--- src/rtl/fetch_queue.sv ---
// ---------------------------------------------------------------------------
// fetch_queue
//   Instruction prefetch unit.
//   - Issues single-word reads to instruction memory, with at most one read
//     outstanding at a time.
//   - Buffers the returned words, together with their fetch addresses, in a
//     small in-order queue.
//   - Presents the head of the queue to decode.
//   - A redirect flushes the queue and restarts fetching at a new address.
//   - halt stops new fetches until reset.
//
// Ports
//   clk          in   1   rising-edge clock
//   reset        in   1   synchronous active-high reset
//   mem_addr     out  16  instruction-memory word address (valid with mem_rd)
//   mem_rd       out  1   one-cycle read request
//   mem_rdata    in   16  returned instruction word
//   mem_valid    in   1   mem_rdata valid, 1+ cycles after mem_rd
//   redirect     in   1   flush queue and refetch from redirect_pc
//   redirect_pc  in   16  new fetch address
//   halt         in   1   stop issuing fetches (sticky until reset)
//   ir           out  16  head-of-queue instruction word
//   ir_pc        out  16  address ir was fetched from
//   ir_valid     out  1   ir / ir_pc valid
//   ir_ready     in   1   decode consumes the head this cycle
//
// State     | meaning
// ----------+-----------------------------------------------------------
// S_REQ     | no read outstanding; issue one when a slot is free
// S_WAIT    | read outstanding; its response will be enqueued
// S_DISCARD | read outstanding but stale after a redirect; drop response
// ---------------------------------------------------------------------------
module fetch_queue #(
  parameter int          DEPTH    = 4,
  parameter logic [15:0] RESET_PC = 16'h0000
) (
  input  logic        clk,
  input  logic        reset,
  output logic [15:0] mem_addr,
  output logic        mem_rd,
  input  logic [15:0] mem_rdata,
  input  logic        mem_valid,
  input  logic        redirect,
  input  logic [15:0] redirect_pc,
  input  logic        halt,
  output logic [15:0] ir,
  output logic [15:0] ir_pc,
  output logic        ir_valid,
  input  logic        ir_ready
);

  localparam int PW = $clog2(DEPTH);
  localparam int CW = PW + 1;

  typedef enum logic [1:0] {
    S_REQ     = 2'd0,
    S_WAIT    = 2'd1,
    S_DISCARD = 2'd2
  } state_t;

  state_t          r_state;
  state_t          w_state_nxt;
  logic [15:0]     r_fetch_pc;
  logic [15:0]     r_req_pc;
  logic            r_halt_q;
  logic [CW-1:0]   r_count;
  logic [PW-1:0]   r_head;
  logic [PW-1:0]   r_tail;
  logic [15:0]     r_q_data [DEPTH];
  logic [15:0]     r_q_pc   [DEPTH];

  logic            w_issue;
  logic            w_has;
  logic            w_enq;
  logic            w_deq;

  // Nothing is outstanding in S_REQ, so the count alone decides whether a
  // slot is free for the next response.
  assign w_issue = ~reset & (r_state == S_REQ) & (r_count < CW'(DEPTH)) & ~r_halt_q;
  assign w_has   = (r_count != '0);
  // A redirect kills both the response landing this cycle and any dequeue.
  assign w_enq   = ~reset & (r_state == S_WAIT) & mem_valid & ~redirect;
  assign w_deq   = ~reset & w_has & ir_ready & ~redirect;

  assign mem_rd   = w_issue;
  assign mem_addr = r_fetch_pc;
  assign ir_valid = ~reset & w_has;
  assign ir       = reset ? 16'h0000 : r_q_data[r_head];
  assign ir_pc    = reset ? 16'h0000 : r_q_pc[r_head];

  always_comb begin
    w_state_nxt = r_state;
    case (r_state)
      S_REQ: begin
        if (w_issue) begin
          w_state_nxt = redirect ? S_DISCARD : S_WAIT;
        end
      end
      S_WAIT: begin
        if (mem_valid) begin
          w_state_nxt = S_REQ;
        end else if (redirect) begin
          w_state_nxt = S_DISCARD;
        end
      end
      S_DISCARD: begin
        if (mem_valid) begin
          w_state_nxt = S_REQ;
        end
      end
      default: w_state_nxt = S_REQ;
    endcase
  end

  always_ff @(posedge clk) begin
    if (reset) begin
      r_state    <= S_REQ;
      r_fetch_pc <= RESET_PC;
      r_req_pc   <= RESET_PC;
      r_halt_q   <= 1'b0;
      r_count    <= '0;
      r_head     <= '0;
      r_tail     <= '0;
    end else begin
      r_state  <= w_state_nxt;
      r_halt_q <= r_halt_q | halt;

      if (w_issue) begin
        r_req_pc <= r_fetch_pc;
      end

      // Redirect wins over the post-issue increment; 16'hFFFF wraps to 0.
      if (redirect) begin
        r_fetch_pc <= redirect_pc;
      end else if (w_issue) begin
        r_fetch_pc <= r_fetch_pc + 16'd1;
      end

      if (redirect) begin
        r_count <= '0;
        r_head  <= '0;
        r_tail  <= '0;
      end else begin
        if (w_enq) begin
          r_tail <= r_tail + PW'(1);
        end
        if (w_deq) begin
          r_head <= r_head + PW'(1);
        end
        case ({w_enq, w_deq})
          2'b10:   r_count <= r_count + CW'(1);
          2'b01:   r_count <= r_count - CW'(1);
          default: r_count <= r_count;
        endcase
      end
    end
  end

  // Queue storage needs no reset; validity is tracked by r_count.
  always_ff @(posedge clk) begin
    if (w_enq) begin
      r_q_data[r_tail] <= mem_rdata;
      r_q_pc[r_tail]   <= r_req_pc;
    end
  end

endmodule

--- config.mk ---
export PLATFORM = sky130hd
export DESIGN_NAME = fetch_queue
export DESIGN_NICKNAME = d
export VERILOG_FILES = /design/src/rtl/fetch_queue.sv
export SDC_FILE = /design/constraint.sdc
export NUM_CORES = 1
export LEC_CHECK = 0
export CORE_ASPECT_RATIO = 1.75
export CORE_MARGIN = 2
export CORE_UTILIZATION = 30
export CTS_CLUSTER_DIAMETER = 120
export DETAILED_ROUTE_END_ITERATION = 16
export PLACE_DENSITY = 0.54
export SLEW_MARGIN = 30
export SYNTH_ARGS = -nofsm -noshare
export SYNTH_HDL_FRONTEND = slang
export SYNTH_SLANG_ARGS = --single-unit
--- constraint.sdc ---
create_clock -name clk -period 3.2 [get_ports clk]
set_input_delay 0.48 -clock clk [delete_from_list [all_inputs] [get_ports clk]]
set_output_delay 0.48 -clock clk [all_outputs]
set_load 0.03 [all_outputs]
Word level (Yosys, flattened, before mapping):

Memories as Yosys holds them, arrays and structs flattened. A register that Yosys moved wholly into a read port is not among the register bits.
Cells that the tools add are included.
W data, S select, Z words.

* bitwise logic cells: 13
* order comparisons: 1
* eq/ne operators: 7
* reduce and logical (&&, ||, !) cells: 6
* add/sub/neg operators: 5
* multiplexer cells: 17

Operator list (count)
* $mux W16: 4
* $mux W2: 9
* $add A16 B1 Y16 const B: 1
* $and A1 B1 Y1: 9
* $pmux W2 S3: 1
* $pmux W3 S2: 1
* $add A2 B1 Y2 const B: 2
* $eq A2 B1 Y1 const B: 2
* $eq A2 B2 Y1 const B: 2
* $ne A2 B2 Y1 const B: 2
* $reduce_bool A2 Y1: 2
* $add A3 B1 Y3 const B: 1
* $lt A3 B3 Y1 const B: 1
* $ne A3 B3 Y1 const B: 1
* $not A1 Y1: 3
* $reduce_and A3 Y1: 1
* $reduce_bool A3 Y1: 1
* $sub A3 B1 Y3 const B: 1
* $logic_not A2 Y1: 1
* $mux W1: 2
* $reduce_or A2 Y1: 1
* $or A1 B1 Y1: 1

* input port bits: 38
* register bits: 42
* memories: 2
* RAM bits: 128
* word-level logic and storage cells: 58

Memory list
* r_q_data: words 4, bits a word 16, rd ports 1, clocked after Yosys merged registers in 1, write ports 1, RTL line 69 `logic [15:0] r_q_data [DEPTH];`
* r_q_pc: words 4, bits a word 16, rd ports 1, clocked after Yosys merged registers in 1, write ports 1, RTL line 70 `logic [15:0] r_q_pc [DEPTH];`

Depth between registers and ports, before layout:

* word-level depth: 6
* depth in mapped cells: 12
* gate-level depth less buffers: 10

Worst setup path after synthesis:

No wires, ideal clock.

* kind: input -> register
* from: input reset
* to: memory r_q_data[0][0], enable pin
* required time: 2808 ps
* arrival time: 2183 ps
* cell stages on the path: 6
* setup time: 392 ps
* path buffers: 2
* setup slack: 625 ps
* cell sequence: clkbuf_1 -> inv_1 -> clkbuf_1 -> nand2_1 -> nor2_1 -> and2_1

* longest elaborated chain between the ends: 6

Ends and longest elaborated chain
* start: declaration: RTL line 38 `input logic reset,`
* $not A1 Y1: RTL line 82 `assign w_enq = ~reset & (r_state == S_WAIT) & mem_valid & ~redirect;`
* $and A1 B1 Y1 (3 in a row): RTL line 82
* $mux W1: RTL line 161 `if (w_enq) begin`
* $mux W1 (not written as such): RTL line 162 `r_q_data[r_tail] <= mem_rdata;`
* end: declaration: RTL line 69

No other way between the ends.

Final worst setup path:

* from: register r_count[2]
* to: output mem_rd

* longest elaborated chain between the ends: 3

Ends and longest elaborated chain
* start: declaration: RTL line 66 `logic [CW-1:0] r_count;`
* start signal: assignment: RTL line 151 `2'b10: r_count <= r_count + CW'(1);`
* start signal: assignment: RTL line 152 `2'b01: r_count <= r_count - CW'(1);`
* start signal: assignment: RTL line 153 `default: r_count <= r_count;`
* $lt A3 B3 Y1: RTL line 79 `assign w_issue = ~reset & (r_state == S_REQ) & (r_count < CW'(DEPTH)) & ~r_halt_q;`
* $and A1 B1 Y1 (2 in a row): RTL line 79
* end: declaration: RTL line 40 `output logic mem_rd,`

No other way between the ends.

==> results.md <==
- Hold-fix buffers, CTS: 0
- Synth area leaders: edfxtp_1, dfxtp_1, mux4_2
- Kind of start point of the critical path: flip-flop
- Seq cells post-synth: 172
- CTS resizes: 0
- PortBufs: 87
- Cell Rows: 73
- Sw frac: 22.1%
- Critical path data arrival time: 2.22 ns
- Top-area cell type share of the netlist area: about 55%
- Post-route setup TNS: 0 ns
- Req. time, crit path: about 2.7 ns
- Tmin final: 2.70 ns
- Peak VDD IR: ~0.29 mV
- Layout area overhead: 27.3%
- Crit path cell chain: or4_1 > nor2_2 > buf_4 > buf_12
- DR iter-0 viols: 162
- Clock network fraction of total power: 41.9%
- Worst-Margin Slew: 0.574 ns
- Final HPWL DP: 9330 um
- Endpoints failing setup: 0
- Post-Syn Area per Cell: 15.2 sq um
- Postcts setup bufs: 0
- Gate power share: 6.3%
- Initial antenna violation count: 0
- Synthesized cell area: 6940 sq um
- DRT antenna net count: 0
- Sequential power share: about half
- Die span in y: a little over 200 um
- Fin crit share: a little over four fifths
- Max Fanout on Critical Path: 19
- Core box area: 22700 sq um
- Initial core utilization: 30.5%
- First-pass GRT wire length: 23200 um
- Synth Warn #: 0
- Pre-antenna DRT Iters: 4
- Ys async rst share: 0%
- Crit-path leading delay family: simple AND/OR/NAND/NOR gates
- Worst skew pair latency: ~0.42 ns
- Pwr dens: 540 nW/um^2
- Vias in the first global route: 4355
- Clock transition at path regs: around 0.06 ns
- Final hold violation count: 0
- Global-route usage over all layers: 12.5%
- CTS tree: done
- Drt drc: 0
- Fmax: between 300 and 400 MHz
- Final Skew: between 0.01 and 0.015 ns
- Placed insts: 829
- Post-synth EDFFs: 128
- Slew Limit Fails: 0
- Max_slew headroom: about three fifths
- CP Buf/Inv Count: 2
- Type of the tightest min-delay check: reg2reg
- Gate Count Post-Synth: 455
- Setup slack after layout: 0.504 ns
- # diodes: 0
- Die area: around 24000 sq um
- Post-synth top flop: edfxtp_1
- Sw power: between 0.001 and 0.0015 W
- Fin cells: around 860
- CP max stage cell: or4_1
- MaxCap Viol Count: 0
- Hold_ws: 0.472 ns
- Syn_nets: 500
- RSZ-0062 raised after global routing: no
- DP Worst Slack: 0.444 ns
- Die width: 119 um
- Share of layout cells above drive strength 1: 21.4%
- Setup CP Type: reg2out
- Status: finished clean
- Cell variety after synth: 51
- Most frequent cells in the layout: edfxtp_1, clkdlybuf4s50_1, dfxtp_1, nand2_1, and2_1
- Clock tree buffer depth: 2
- Total gr overflow: 0
- Sink Count: 172
- Lkg Pwr: 3.01 nW
- Nets: 593
- Vias per cell: 4.69
- GPL Wtd Cong: 0.787
- Final wirelength: ~15000 um
- Root buffer cell: clkbuf_16
- Seq/Total Area, Yosys: 68.1%
- Routed vias: 4038
- Pint: between 0.003 and 0.004 W
- Cts bufs inserted: 17
- Max incr delay on CP: 0.74 ns
- Ports: 88
- Overall power: 0.00477 W
- Most common cell after layout, fill and taps aside: edfxtp_1
- Setup crit end kind: output pin
- Drt wl/cell: 17.1 um
- Biggest area consumer among synthesized cells: edfxtp_1
- Largest net degree at the start of global routing: 56
- H-Tree Depth: 4
[metal layers]
metal / vias to the layer above / wire (um) / global-route usage, %
li1: 1893 / - / -
met1: 2054 / 6050 / 13.8
met2: 79 / 8010 / 23.1
met3: 12 / 470 / 2.84
met4: 0 / 193 / 4.51
met5: - / 0 / 0
[worst reg2reg max path: stages (launching register included)]
cell and delay (ns):
dfxtp_1 0.33, or4_1 0.74, buf_4 0.32, nor3_1 0.24
mux2_2 0.35, a311o_1 0.31
[area by class of cell]
| type | instances | area (sq um) |
|---|---|---|
| flip-flops and latches | 172 | 4730 |
| multi-input cells | 245 | 2050 |
| clock inverters | 13 | 144 |
| repair buffers | 101 | 1050 |
| fillers | 2130 | 13900 |
| inverters | 11 | 41.3 |
| well taps | 300 | 375 |
| clock buffers | 19 | 433 |
[path summary, 6_finish.rpt]
kind	startpoint	end	slack [ns]	depth (start not counted)
worst max-delay path	r_count[2]$_SDFFE_PP0P_	mem_rd	0.50	4
worst min-delay path	r_halt_q$_SDFF_PP0_	r_halt_q$_SDFF_PP0_	0.47	2
worst max register to register	r_count[2]$_SDFFE_PP0P_	mem_addr[13]$_SDFFE_PP0P_	0.81	5
worst min register to register	r_halt_q$_SDFF_PP0_	r_halt_q$_SDFF_PP0_	0.47	2
[synthesized netlist by cell type (2+ instances only)]
cell / n
a311o_1: 2
nand2b_1: 2
or3_1: 4
o211ai_1: 2
a211oi_1: 7
and2_1: 37
nand3_1: 19
and4_1: 2
a21oi_1: 3
nor2b_1: 3
xnor2_1: 8
mux4_2: 32
nor2_1: 27
clkbuf_1: 19
nor3_1: 3
ha_1: 6
buf_1: 2
nor4_2: 2
and3_1: 2
nand4_1: 8
o311a_1: 2
mux2i_1: 2
a311oi_1: 2
xor2_1: 3
edfxtp_1: 128
inv_1: 11
o21ai_0: 5
dfxtp_1: 44
buf_2: 5
nand2_1: 42
[flip-flops by register name, indices dropped and copies added (netlist names), named ones only]
name	flops
r_count	3
r_q_pc	64
mem_addr	16
r_req_pc	16
r_state	2
r_halt_q	1
r_q_data	64
r_tail	2
r_head	2
[power groups by stage]
stage | Combinational [W] | Sequential [W] | Clock [W]
global route | 0.000325 | 0.00248 | 0.00214
floorplan | 0.000129 | 0.00253 | 0
finish | 0.000301 | 0.00247 | 0.00200
global placement | 0.000299 | 0.00251 | 0
detailed placement | 0.000303 | 0.00252 | 0
CTS | 0.000305 | 0.00247 | 0.00205
[cells by family after synthesis]
group,count (synthesis),synth area share [%]
xor gates and xnor gates,11,1.39
buffers and inverters,38,2.26
adders and majority gates,7,1.37
and+or+nand+nor,161,12.6
muxes,36,11.0
AOI/OAI and AO/OA,30,3.30
DFF,172,68.1
[stage by stage]
stage	instance area, sq um	utilization [%]
3_3_place_gp	8250	36.3
6_report	8830	38.8
3_5_place_dp	8250	36.3
4_1_cts	8830	38.8
5_1_grt	8830	38.8
2_1_floorplan	6940	-
No activity file was read; power rests on OpenSTA's default activity.
